[config.mk]
export PLATFORM = sky130hd
export DESIGN_NAME = fetch_ctrl
export DESIGN_NICKNAME = d
export VERILOG_FILES = /design/src/rtl/fetch_ctrl_pkg.sv /design/src/rtl/fetch_ctrl_sat_counter.sv /design/src/rtl/fetch_ctrl.sv
export SDC_FILE = /design/constraint.sdc
export NUM_CORES = 1
export LEC_CHECK = 0
export ABC_AREA = 1
export BUFFER_PORTS_ARGS = -buffer_cell sky130_fd_sc_hd__buf_2
export CAP_MARGIN = 10
export CORE_MARGIN = 8
export CORE_UTILIZATION = 30
export DETAILED_ROUTE_END_ITERATION = 8
export PLACE_DENSITY = 0.52
export SYNTH_ARGS = -nofsm -noshare
export SYNTH_HDL_FRONTEND = slang
export SYNTH_SLANG_ARGS = --single-unit
[constraint.sdc]
create_clock -name clk -period 2 [get_ports clk]
set_clock_uncertainty 0.15 [all_clocks]
set_input_delay 0.2 -clock clk [delete_from_list [all_inputs] [get_ports clk]]
set_output_delay 0.2 -clock clk [all_outputs]
set_load 0.005 [all_outputs]
[src/rtl/fetch_ctrl_pkg.sv]
// Shared fetch-stage definitions: next-PC select codes, controller states and
// the redirect priority encoder used by the PC mux and decode.
package fetch_ctrl_pkg;

    typedef enum logic [2:0] {
        PCSEL_SEQ = 3'd0,
        PCSEL_BR  = 3'd1,
        PCSEL_J   = 3'd2,
        PCSEL_JR  = 3'd3,
        PCSEL_EXC = 3'd4
    } pc_sel_e;

    typedef enum logic [2:0] {
        S_RST  = 3'd0,
        S_REQ  = 3'd1,
        S_HELD = 3'd2,
        S_DROP = 3'd3,
        S_ERR  = 3'd4
    } state_e;

    // Overlapping redirects are legal; exceptions win, then J, branch, JR.
    function automatic pc_sel_e redirect_sel(input logic exc_req,
                                             input logic jump,
                                             input logic branch,
                                             input logic jump_reg);
        pc_sel_e sel;
        sel = PCSEL_SEQ;
        if (exc_req)
            sel = PCSEL_EXC;
        else if (jump)
            sel = PCSEL_J;
        else if (branch)
            sel = PCSEL_BR;
        else if (jump_reg)
            sel = PCSEL_JR;
        return sel;
    endfunction

endpackage

[src/rtl/fetch_ctrl_sat_counter.sv]
// Saturating up-counter; holds at all-ones instead of wrapping.
module sat_counter #(
    parameter int W = 16
) (
    input  logic         clk,
    input  logic         rst,
    input  logic         inc,
    output logic [W-1:0] count
);

    always_ff @(posedge clk or posedge rst) begin
        if (rst)
            count <= '0;
        else if (inc && (count != {W{1'b1}}))
            count <= count + W'(1);
    end

endmodule

[src/rtl/fetch_ctrl.sv]
// Fetch-stage sequencer: PC load/select, imem req/ack handshake, IF/ID load,
// flush and skid-buffer control, wrong-path discard and imem timeout detection.
module fetch_ctrl
    import fetch_ctrl_pkg::*;
#(
    parameter int MAX_WAIT = 15,
    parameter int CNT_W    = 16
) (
    input  logic             clk,
    input  logic             rst,
    input  logic             jump,
    input  logic             branch,
    input  logic             jump_reg,
    input  logic             exc_req,
    input  logic             ld_use_stall,
    input  logic             imem_ack,
    output logic             imem_req,
    output logic             pc_en,
    output logic [2:0]       pc_sel,
    output logic             fd_en,
    output logic             fd_flush,
    output logic             ibuf_ld,
    output logic             fd_from_buf,
    output logic             imem_timeout,
    output logic [CNT_W-1:0] stall_cnt
);

    localparam int             WAIT_W   = $clog2(MAX_WAIT + 1);
    localparam logic [WAIT_W-1:0] WAIT_MAX = WAIT_W'(MAX_WAIT);

    state_e            state;
    state_e            state_next;
    logic [WAIT_W-1:0] wait_cnt;
    logic [WAIT_W-1:0] wait_next;
    logic              timeout_q;
    logic              redirect;
    pc_sel_e           rsel;
    logic              stall_inc;

    assign redirect = exc_req | jump | branch | jump_reg;
    assign rsel     = redirect_sel(exc_req, jump, branch, jump_reg);

    // Redirects always outrank the load-use stall; a fetch still in flight
    // when a redirect arrives is wrong-path and is drained in S_DROP.
    always_comb begin
        state_next  = state;
        imem_req    = 1'b0;
        pc_en       = 1'b0;
        pc_sel      = PCSEL_SEQ;
        fd_en       = 1'b0;
        fd_flush    = 1'b0;
        ibuf_ld     = 1'b0;
        fd_from_buf = 1'b0;

        case (state)
            S_RST: begin
                state_next = S_REQ;
            end

            S_REQ: begin
                imem_req = 1'b1;
                if (redirect) begin
                    pc_en      = 1'b1;
                    pc_sel     = rsel;
                    fd_flush   = 1'b1;
                    state_next = imem_ack ? S_REQ : S_DROP;
                end else if (imem_ack && !ld_use_stall) begin
                    pc_en = 1'b1;
                    fd_en = 1'b1;
                end else if (imem_ack) begin
                    pc_en      = 1'b1;
                    ibuf_ld    = 1'b1;
                    state_next = S_HELD;
                end else if (wait_cnt == WAIT_MAX) begin
                    state_next = S_ERR;
                end
            end

            S_HELD: begin
                if (redirect) begin
                    pc_en      = 1'b1;
                    pc_sel     = rsel;
                    fd_flush   = 1'b1;
                    state_next = S_REQ;
                end else if (!ld_use_stall) begin
                    fd_en       = 1'b1;
                    fd_from_buf = 1'b1;
                    state_next  = S_REQ;
                end
            end

            S_DROP: begin
                // A redirect that coincides with the wrong-path ack ends the
                // drain; the new request then starts at the redirected PC.
                imem_req = 1'b1;
                if (redirect) begin
                    pc_en      = 1'b1;
                    pc_sel     = rsel;
                    fd_flush   = 1'b1;
                    state_next = imem_ack ? S_REQ : S_DROP;
                end else if (imem_ack) begin
                    state_next = S_REQ;
                end else if (wait_cnt == WAIT_MAX) begin
                    state_next = S_ERR;
                end
            end

            S_ERR: begin
                state_next = S_ERR;
            end

            default: begin
                state_next = S_RST;
            end
        endcase
    end

    // Wait counter tracks unacknowledged cycles of the current transaction.
    always_comb begin
        wait_next = '0;
        if ((state == S_REQ || state == S_DROP) && state_next == state && !imem_ack)
            wait_next = (wait_cnt == WAIT_MAX) ? wait_cnt : wait_cnt + WAIT_W'(1);
    end

    always_ff @(posedge clk or posedge rst) begin
        if (rst) begin
            state     <= S_RST;
            wait_cnt  <= '0;
            timeout_q <= 1'b0;
        end else begin
            state    <= state_next;
            wait_cnt <= wait_next;
            if (state_next == S_ERR)
                timeout_q <= 1'b1;
        end
    end

    assign imem_timeout = timeout_q;

    assign stall_inc = (state == S_REQ || state == S_HELD || state == S_DROP) && !pc_en;

    sat_counter #(
        .W(CNT_W)
    ) u_stall_cnt (
        .clk  (clk),
        .rst  (rst),
        .inc  (stall_inc),
        .count(stall_cnt)
    );

endmodule

==> results of run 1 <==
## per-stage QoR
stage / instances / hold slack [ns] / setup WS (ns)
2_1_floorplan: 216 / 0.0646 / 0.316
4_1_cts: 323 / 0.163 / 0.173
3_3_place_gp: 318 / 0.116 / 0.275
3_5_place_dp: 318 / 0.111 / 0.190
5_1_grt: 323 / 0.206 / 0.0304
6_report: 323 / 0.177 / 0.210
## report_power, final
part           internal [mW]  leakage (nW)  switching, mW  total (mW)
Combinational          0.262         0.582          0.351       0.613
Sequential             0.594         0.310          0.131       0.725
Clock                  0.175        0.0288          0.148       0.323
## metal layers
layer / global-route usage, % / wire (µm)
met5: 0 / 0
met4: 1.69 / 26
met3: 2.60 / 206
met2: 15.2 / 1570
met1: 12.7 / 1860
## cell families after synthesis
group	after synthesis
flip-flops	24
adder cells (fa/ha/maj)	2
AO/OA/AOI/OAI	17
AND/OR/NAND/NOR	127
XOR/XNOR	13
multiplexers	1
buffers and inverters	32
## cell usage in the layout, fill, tap and decap left out
master,count
a21oi_1,4
and3_1,1
buf_2,33
buf_4,2
clkbuf_8,4
dfrtp_1,24
dlygate4sd3_1,1
ha_1,1
ha_2,1
inv_1,24
inv_2,4
inv_6,1
mux2i_1,1
nand2_1,57
nand2_2,2
nand2_4,1
nand3_1,18
nand3_2,5
nand3_4,1
nand4_1,2
nor2_1,27
nor2_2,3
nor2_4,2
nor3_1,7
o211ai_1,1
o21ai_0,7
o21ai_1,2
o21ai_2,2
o31ai_1,1
or2_2,1
xnor2_1,5
xor2_1,8
## area by class of cell
| class | instances | share of cell area, % |
|---|---|---|
| inverters | 29 | 6.01 |
| multi-input cells | 160 | 44.7 |
| flip-flops and latches | 24 | 31.7 |
| repair buffers | 36 | 10.0 |
| clock buffers | 4 | 2.91 |
| well taps | 70 | 4.62 |
## flip-flops by register name, summed over array words and instances, names as in the netlist
signal and cells:
u_stall_cnt.count 16, wait_cnt 4, state 3, imem_timeout 1
## repair_timing
item	CTS	global route
hold buffers	1	0
setup endpoints to repair	0	1
resized for setup	0	1
endpoints found under the hold margin	24	0
## Yosys cell counts, drive strengths merged
cell type,instances,area share [%]
xor2,8,4.4
nand2,60,15
a21oi,4,1.3
o211ai,1,0.47
o31ai,1,0.47
nor2,32,9.0
mux2i,1,0.63
buf,3,2.1
xnor2,5,2.7
ha,2,1.6
o21ai,11,3.9
inv,29,7.1
dfrtp,24,38
nand4,2,0.79
nand3,24,9.9
nor3,7,2.2
and3,1,0.39
or2,1,0.39
## final timing paths
kind	slack [ns]	endpoint
min reg2reg	0.33	imem_timeout
max reg2reg	0.21	u_stall_cnt.count[14]
min	0.18	state[1]
min in group asynchronous	0.37	wait_cnt[3]
max	0.21	u_stall_cnt.count[14]
max in group asynchronous	1.10	u_stall_cnt.count[10]
## critical path: stages, from the launching register on
cell and delay, ns:
dfrtp_1 0.42, ha_2 0.25, nand3_2 0.10, inv_2 0.10, nand2_2 0.06, inv_1 0.07
nand3_2 0.07, nand2_4 0.18, inv_6 0.10, nand2_1 0.08, o21ai_0 0.07
==> results.sh, run 1 <==
export IMPL_run_status="completed"
export IMPL_synth_cell_type_count=30
export IMPL_rr_worst_depth=10
export IMPL_grt_util_all_layers_pct=9.59
export IMPL_synth_compound_area_share_pct=6.13
export IMPL_synth_xor_area_share_pct=7.15
export IMPL_syn_to_final_growth_pct=18.9
export IMPL_p_leak_nw=0.921
export IMPL_cp_arrival_ns=1.79
export IMPL_clock_tree_buffer_depth=2
export IMPL_die_h_um=88.9
export IMPL_antenna_cells=0
export IMPL_grt_max_degree=25
export IMPL_syn_area_um2=1590
export IMPL_crit_path_start="u_stall_cnt.count[1]"
export IMPL_cts_sinks=24
export IMPL_crit_required_ns=2.00
export IMPL_wire_per_inst_um=11.4
export IMPL_post_dp_hpwl_um=2920
export IMPL_dieArea_um2=7900
export IMPL_relSlewSlack_pct=73.9
export IMPL_core_um2=5110
export IMPL_layout_nets=264
export IMPL_htreeDepth=1
export IMPL_hp_class="in -> reg"
export IMPL_syn_area_per_cell_um2=7.37
export IMPL_gp_congestion=0.846
export IMPL_cts_setup_buffers=0
export IMPL_r2r_start="u_stall_cnt.count[1]"
export IMPL_final_util_pct=37.1
export IMPL_fin_area_um2=1890
export IMPL_synth_top_family_by_area="simple AND/OR/NAND/NOR gates"
export IMPL_endpoint_kind="register"
export IMPL_seq_area_frac_synth_pct=37.7
export IMPL_grt_pass1_wl_um=6180
export IMPL_power_mw=1.66
export IMPL_ant_nets=0
export IMPL_routed_wl_um=3670
export IMPL_num_rows=26
export IMPL_clk_latency_ns=0.26
export IMPL_antenna_found_initial=0
export IMPL_drtIter0Drc=52
export IMPL_ys_seq_elements=24
export IMPL_root_buffer="clkbuf_8"
export IMPL_ys_warn_count=0
export IMPL_max_freq_ghz=0.559
export IMPL_multiInputGateArea_um2=847
export IMPL_peakVddDrop_uv=373
export IMPL_dr_pass1_iters=4
export IMPL_drc_errors=0
export IMPL_hold_depth=4
export IMPL_synthAdderAreaFrac_pct=1.57
export IMPL_seq_area_um2=601
export IMPL_rsz0062_at_grt="no"
export IMPL_clk_pin_slew_worst_paths_ns=0.08
export IMPL_syn_inst=216
export IMPL_power_density_nw_per_um2=877
export IMPL_slew_violations=0
export IMPL_numPortBuffers=33
export IMPL_grt_overflow=0
export IMPL_cp_max_fo=18
export IMPL_start_util_pct=31.2
export IMPL_start_kind="register"
export IMPL_grt_pass1_vias=1403
export IMPL_period_minus_slack_ns=1.79
export IMPL_boundaryPins=34
export IMPL_die_width_um=88.9
export IMPL_fin_tns_setup_ns=0
export IMPL_hold_start="imem_ack"
export IMPL_placed_area_um2=1830
export IMPL_layout_drive_gt1_share_pct=24.5
export IMPL_routed_via_density=4.46
export IMPL_cts_tree="yes"
export IMPL_crit_type="reg -> reg"
export IMPL_vias=1441
export IMPL_hold_violations=0
export IMPL_worst_pin_slew_ns=0.389
export IMPL_setup_viol=0
export IMPL_syn_nets=226
export IMPL_period_share_pct=89.5
export IMPL_synthSimpleGateAreaFrac_pct=37.5
export IMPL_cap_violations=0
export IMPL_fillCellCount=575
export IMPL_synth_area_mux_share_pct=0.628
export IMPL_cts_inserted_buffers=3
Note: power is estimated with default switching activity, not from simulation.
==> run 2: changes to the inputs <==
==> constraint.sdc (replaced) <==
create_clock -name clk -period 1.66 [get_ports clk]
set_clock_uncertainty 0.15 [all_clocks]
set_input_delay 0.166 -clock clk [delete_from_list [all_inputs] [get_ports clk]]
set_output_delay 0.166 -clock clk [all_outputs]
set_load 0.005 [all_outputs]
==> run 2 against run 1 <==
Compared with the run above: combinational power grew 57%; utilization grew 4.5 points; non-clock buffer count rose by 21; first-iteration DRC count grew 5.8%; highest routed layer unchanged.
==> results.sh, run 2 (synthesis gave the netlist of run 1 again) <==
export IMPL_run_status="completed"
export IMPL_wire_per_inst_um=11.7
export IMPL_p_switching_mw=0.837
export IMPL_crit_type="reg -> out"
export IMPL_start_kind="register"
export IMPL_timing_critical_path_slowest_cell_delay_ns=0.46
export IMPL_cts_tree="yes"
export IMPL_antenna_found_initial=0
export IMPL_ant_nets=0
export IMPL_p_int_mw=1.40
export IMPL_dr_pass1_iters=4
export IMPL_cts_inserted_buffers=3
export IMPL_fillCellCount=531
export IMPL_power_mw=2.24
export IMPL_rsz0062_at_grt="yes"
export IMPL_start_util_pct=31.2
export IMPL_grt_util_met1_pct=14.8
export IMPL_grt_pass1_wl_um=6840
export IMPL_core_um2=5110
export IMPL_period_minus_slack_ns=1.64
export IMPL_clock_tree_buffer_depth=2
export IMPL_slew_violations=0
export IMPL_antenna_cells=0
export IMPL_hold_violations=0
export IMPL_cp_max_fo=4
export IMPL_hold_depth=4
export IMPL_layout_top_registers="u_stall_cnt.count (16), wait_cnt (4), state (3)"
export IMPL_routed_wl_um=4010
export IMPL_largest_reg_flops=16
export IMPL_layout_drive_gt1_share_pct=35.4
export IMPL_grtUsageMet3_pct=2.51
export IMPL_root_buffer="clkbuf_8"
export IMPL_layout_nets=285
export IMPL_crit_cells=5
export IMPL_multiInputGateArea_um2=913
export IMPL_boundaryPins=34
export IMPL_die_h_um=88.9
export IMPL_p_leak_nw=1.02
export IMPL_p_seq_share_pct=39.2
export IMPL_period_share_pct=99.0
export IMPL_pwr_share_comb_pct=42.9
export IMPL_grt_max_degree=25
export IMPL_clkPwrFrac_pct=17.8
export IMPL_clk_latency_ns=0.27
export IMPL_relSlewSlack_pct=79.0
export IMPL_endpoint_kind="primary output"
export IMPL_gp_congestion=0.780
export IMPL_grt_busiest_layer="met2"
export IMPL_dieArea_um2=7900
export IMPL_met2_usage_pct=16.8
export IMPL_peakVddDrop_uv=448
export IMPL_cp_num_buf_inv=1
export IMPL_final_common_cell="nand2_1"
export IMPL_num_rows=26
export IMPL_htreeDepth=1
export IMPL_clk_pin_slew_worst_paths_ns=0.08
export IMPL_seq_area_um2=604
export IMPL_setup_viol=0
export IMPL_cp_cell_sequence="nor2_4 -> nand3_4 -> nand2_2 -> and3_1 -> buf_2"
export IMPL_max_freq_ghz=0.608
export IMPL_cp_top_family="simple AND/OR/NAND/NOR gates"
export IMPL_die_width_um=88.9
export IMPL_post_dp_hpwl_um=3100
export IMPL_power_switching_share_pct=37.4
export IMPL_crit_path_top_delay_cell="dfrtp_2"
export IMPL_cp_arrival_ns=1.33
export IMPL_rr_worst_depth=9
export IMPL_routed_via_density=4.38
export IMPL_cts_sinks=24
export IMPL_hp_class="in -> reg"
export IMPL_vias=1506
export IMPL_syn_to_final_growth_pct=33.4
export IMPL_cap_violations=0
export IMPL_grt_util_all_layers_pct=10.9
export IMPL_top_register="u_stall_cnt.count"
export IMPL_grt_overflow=0
export IMPL_power_density_nw_per_um2=1050
export IMPL_drc_errors=0
export IMPL_worst_pin_slew_ns=0.315
export IMPL_numPortBuffers=33
export IMPL_final_cell_mix="nand2_1, buf_2, nor2_1"
export IMPL_drtIter0Drc=55
export IMPL_fin_tns_setup_ns=0
export IMPL_grt_pass1_vias=1433
export IMPL_crit_required_ns=1.34
## run 2: cell count changes in the layout (fill, tap and decap cells not counted), sizes merged
cell  before  now
buf       35   56
## run 2: timing repair
action                                 4_1_cts  5_1_grt
resized for setup                            2       15
pin swaps                                    1        3
endpoints found under the hold margin       24        0
setup endpoints to repair                    9       23
buffers inserted                             2        5
hold buffers                                 1        0
## run 2: layout make-up
cell class	instances	area share (%)
timing repair buffer	57	16.4
sequential	24	28.4
inverter	29	5.48
multi-input combinational	160	43.0
tap	70	4.12
clock buffer	4	2.59
## run 2: final timing paths
check                                     start                    to  slack [ns]
max                                    state[2]                 fd_en        0.02
min                                    imem_ack              state[1]        0.14
max reg2reg                u_stall_cnt.count[0]  u_stall_cnt.count[0]        0.08
min reg2reg                        imem_timeout          imem_timeout        0.33
max in group asynchronous                   rst              state[1]        0.78
min in group asynchronous                   rst  u_stall_cnt.count[3]        0.33
## run 2: power groups by stage
stage | sequential (mW) | combinational, mW | clock, mW
3_3_place_gp | 0.881 | 0.842 | 0
6_report | 0.878 | 0.960 | 0.399
5_1_grt | 0.902 | 1.09 | 0.437
4_1_cts | 0.878 | 0.882 | 0.420
2_1_floorplan | 0.873 | 0.490 | 0
3_5_place_dp | 0.886 | 0.838 | 0
## run 2: through the flow
| step | hold slack, ns | area, µm² | util (%) | std cells | setup WS (ns) |
|---|---|---|---|---|---|
| 2_1_floorplan | 0.0306 | 1610 | - | 216 | 0.0314 |
| 3_3_place_gp | 0.0836 | 1940 | 38.1 | 332 | 0.0215 |
| 3_5_place_dp | 0.0811 | 1940 | 38.1 | 332 | -0.00583 |
| 4_1_cts | 0.125 | 2030 | 39.7 | 339 | 0.0108 |
| 5_1_grt | 0.165 | 2120 | 41.6 | 344 | -0.0562 |
| 6_report | 0.140 | 2120 | 41.6 | 344 | 0.0161 |
## run 2: tightest hold or removal path, delay by kind of cell
kind / cells / cell delay, ns
AND/OR/NAND/NOR: 3 / 0.22
buffers and inverters: 1 / 0.14
## run 2: metal layers
metal,share of wire (%),wire (µm),vias up
met5,0,0,-
met4,1.2,47,0
met3,3.7,149,5
met2,46,1830,22
met1,49,1980,675
li1,-,-,804
==> run 3: changes to the inputs <==
--- a/config.mk
+++ b/config.mk
@@ -14,4 +14,5 @@
 export PLACE_DENSITY = 0.52
 export SYNTH_ARGS = -nofsm -noshare
 export SYNTH_HDL_FRONTEND = slang
+export SYNTH_HIERARCHICAL = 1
 export SYNTH_SLANG_ARGS = --single-unit
==> run 3 against run 2 <==
Compared with the run above: the run now ends with setup timing left; critical path depth increased by 1; final cell count up 6.4%; power is 25% lower; combinational power fell by 46%; critical path type unchanged.
==> results.sh, run 3 <==
export IMPL_clock_tree_buffer_depth=2
export IMPL_slew_violations=0
export IMPL_htreeDepth=1
export IMPL_boundaryPins=34
export IMPL_routed_wl_um=4090
export IMPL_layoutNonFillerInstCount=366
export IMPL_largest_reg_flops=16
export IMPL_drtIter0Drc=70
export IMPL_dp_cells=360
export IMPL_run_status="finished with violations"
export IMPL_cap_violations=0
export IMPL_synth_async_sr_flop_share_pct=100
export IMPL_routed_via_density=4.35
export IMPL_clkPwrFrac_pct=24.5
export IMPL_max_freq_ghz=0.594
export IMPL_layout_drive_gt1_share_pct=35.4
export IMPL_final_common_cell="nand2_1"
export IMPL_relSlewSlack_pct=79.1
export IMPL_yosys_cell_count_top_type="nand2_1"
export IMPL_fillCellCount=585
export IMPL_ant_nets=0
export IMPL_cts_sinks=24
export IMPL_yosys_area_top_type_share_pct=36.4
export IMPL_start_kind="register"
export IMPL_dieArea_um2=8120
export IMPL_synth_edf_count=0
export IMPL_antenna_found_initial=0
export IMPL_root_buffer="clkbuf_8"
export IMPL_numPortBuffers=33
export IMPL_grt_overflow=0
export IMPL_seq_area_frac_synth_pct=36.4
export IMPL_violations="setup timing"
export IMPL_ys_top_cells_by_count="nand2_1, inv_1, nor2_1"
export IMPL_synth_area_top_cells="dfrtp_1, nand2_1, inv_1, nor2_1, nand3_1"
export IMPL_timing_critical_path_slowest_cell_delay_ns=0.43
export IMPL_syn_inst=239
export IMPL_wire_per_inst_um=11.2
export IMPL_synth_main_ff_cell="dfrtp_1"
export IMPL_grt_util_all_layers_pct=10.2
export IMPL_synth_cell_type_count=23
export IMPL_r2r_setup_slack_ns=0.04
export IMPL_power_density_nw_per_um2=766
export IMPL_worst_pin_slew_ns=0.314
export IMPL_setup_viol=1
export IMPL_cts_tree="yes"
export IMPL_syn_nets=249
export IMPL_ys_seq_elements=24
export IMPL_syn_area_um2=1650
export IMPL_cp_max_fo=4
export IMPL_crit_required_ns=1.34
export IMPL_power_mw=1.68
export IMPL_gp_congestion=0.779
export IMPL_rsz0062_at_grt="yes"
export IMPL_p_int_mw=1.11
export IMPL_p_switching_mw=0.569
export IMPL_layout_nets=305
export IMPL_die_h_um=90.1
export IMPL_cp_cell_sequence="inv_2 -> o21ai_4 -> buf_6 -> or2_4 -> inv_2 -> buf_6"
export IMPL_pre_cts_slack_ns=0.0346
export IMPL_syn_area_per_cell_um2=6.89
export IMPL_clk_latency_ns=0.27
export IMPL_endpoint_kind="primary output"
export IMPL_drc_errors=0
export IMPL_power_switching_share_pct=33.8
export IMPL_cp_num_buf_inv=4
export IMPL_clk_pin_slew_worst_paths_ns=0.09
export IMPL_dr_pass1_iters=4
export IMPL_grt_max_degree=17
export IMPL_p_seq_share_pct=44.9
export IMPL_vias=1592
export IMPL_crit_type="reg -> out"
export IMPL_final_cell_mix="nand2_1, buf_2, inv_1"
export IMPL_core_um2=5410
export IMPL_post_dp_hpwl_um=3160
export IMPL_hold_violations=0
export IMPL_hp_class="in -> reg"
export IMPL_antenna_cells=0
export IMPL_grt_pass1_wl_um=7010
export IMPL_die_width_um=90.1
export IMPL_setup_ws_ns=-0.0234
export IMPL_period_share_pct=101
export IMPL_cp_arrival_ns=1.37
export IMPL_num_rows=27
export IMPL_top_register="u_stall_cnt/count"
export IMPL_start_util_pct=30.5
export IMPL_crit_path_top_delay_cell="dfrtp_1"
export IMPL_p_leak_nw=1.09
export IMPL_pwr_share_comb_pct=30.6
export IMPL_cp_top_family="flip-flops"
export IMPL_peakVddDrop_uv=374
export IMPL_layout_top_registers="u_stall_cnt/count (16), wait_cnt (4), state (3)"
export IMPL_ys_warn_count=6
export IMPL_cts_inserted_buffers=3
export IMPL_netlist_top_cell_by_area="dfrtp_1"
export IMPL_grt_pass1_vias=1569
export IMPL_syn_to_final_growth_pct=33.4
export IMPL_period_minus_slack_ns=1.68
==> run 3: kinds of logic (layout without fill, tap and decap cells) <==
kind of cell | after synthesis | in the layout | synth area share [%]
AND/OR/NAND/NOR | 153 | 153 | 42.9
buffers and inverters | 36 | 91 | 9.34
flip-flops | 24 | 24 | 36.4
AO/OA/AOI/OAI | 19 | 19 | 7.14
XOR/XNOR | 5 | 5 | 2.66
adder cells (fa/ha/maj) | 2 | 2 | 1.52
==> run 3: per-stage QoR <==
| stage | area [µm²] | hold slack [ns] | TNS [ns] | util (%) |
|---|---|---|---|---|
| final | 2200 | 0.109 | -0.0234 | 40.7 |
| after global routing | 2200 | 0.154 | -0.320 | 40.7 |
| after CTS | 2130 | 0.105 | -0.0606 | 39.5 |
| after detailed placement | 2040 | -0.0103 | 0 | 37.8 |
| after global placement | 2040 | -0.00362 | 0 | 37.8 |
| after floorplan | 1670 | -0.168 | 0 | - |
==> run 3: timing repair <==
action                                  CTS  global route
setup buffers                             0             1
pin swaps                                 1             6
hold buffers                              1             0
hold endpoints to repair                 24             0
endpoints found under the setup margin    5            27
resized for setup                         8            14
cloned                                    0             0
==> run 3: routing by layer <==
layer | part of all wire, % | vias to the layer above | global-route usage [%]
met5 | 0 | - | 0
met4 | 1.3 | 0 | 4.58
met3 | 3.2 | 4 | 1.91
met2 | 48 | 18 | 17.1
met1 | 48 | 716 | 12.4
li1 | - | 854 | -
==> run 3: final cells by class <==
type	count	area [µm²]	share of cell area (%)
well taps	72	90.1	4.10
flip-flops and latches	24	602	27.4
multi-input cells	179	977	44.5
inverters	34	130	5.92
clock buffers	4	55.1	2.50
repair buffers	53	344	15.7
==> run 3: worst min-delay path, stage by stage <==
cell,delay (ns)
buf_2,0.07
inv_1,0.05
nand3_1,0.12
o21ai_0,0.08
==> run 3: final timing paths <==
check                             start                     to  cells after the start
min in group asynchronous           rst            wait_cnt[2]                      3
max                            state[2]               fd_flush                      6
max reg2reg                    state[0]  u_stall_cnt/count[13]                     10
min reg2reg                imem_timeout           imem_timeout                      1
min                            imem_ack               state[0]                      4
max in group asynchronous           rst  u_stall_cnt/count[12]                      4
==> run 3: power by group through the flow <==
stage | clock, mW | sequential (mW) | combinational (mW)
finish | 0.412 | 0.756 | 0.516
global route | 0.452 | 0.768 | 0.588
CTS | 0.435 | 0.749 | 0.506
detailed placement | 0 | 0.760 | 0.498
global placement | 0 | 0.758 | 0.494
floorplan | 0 | 0.761 | 0.275
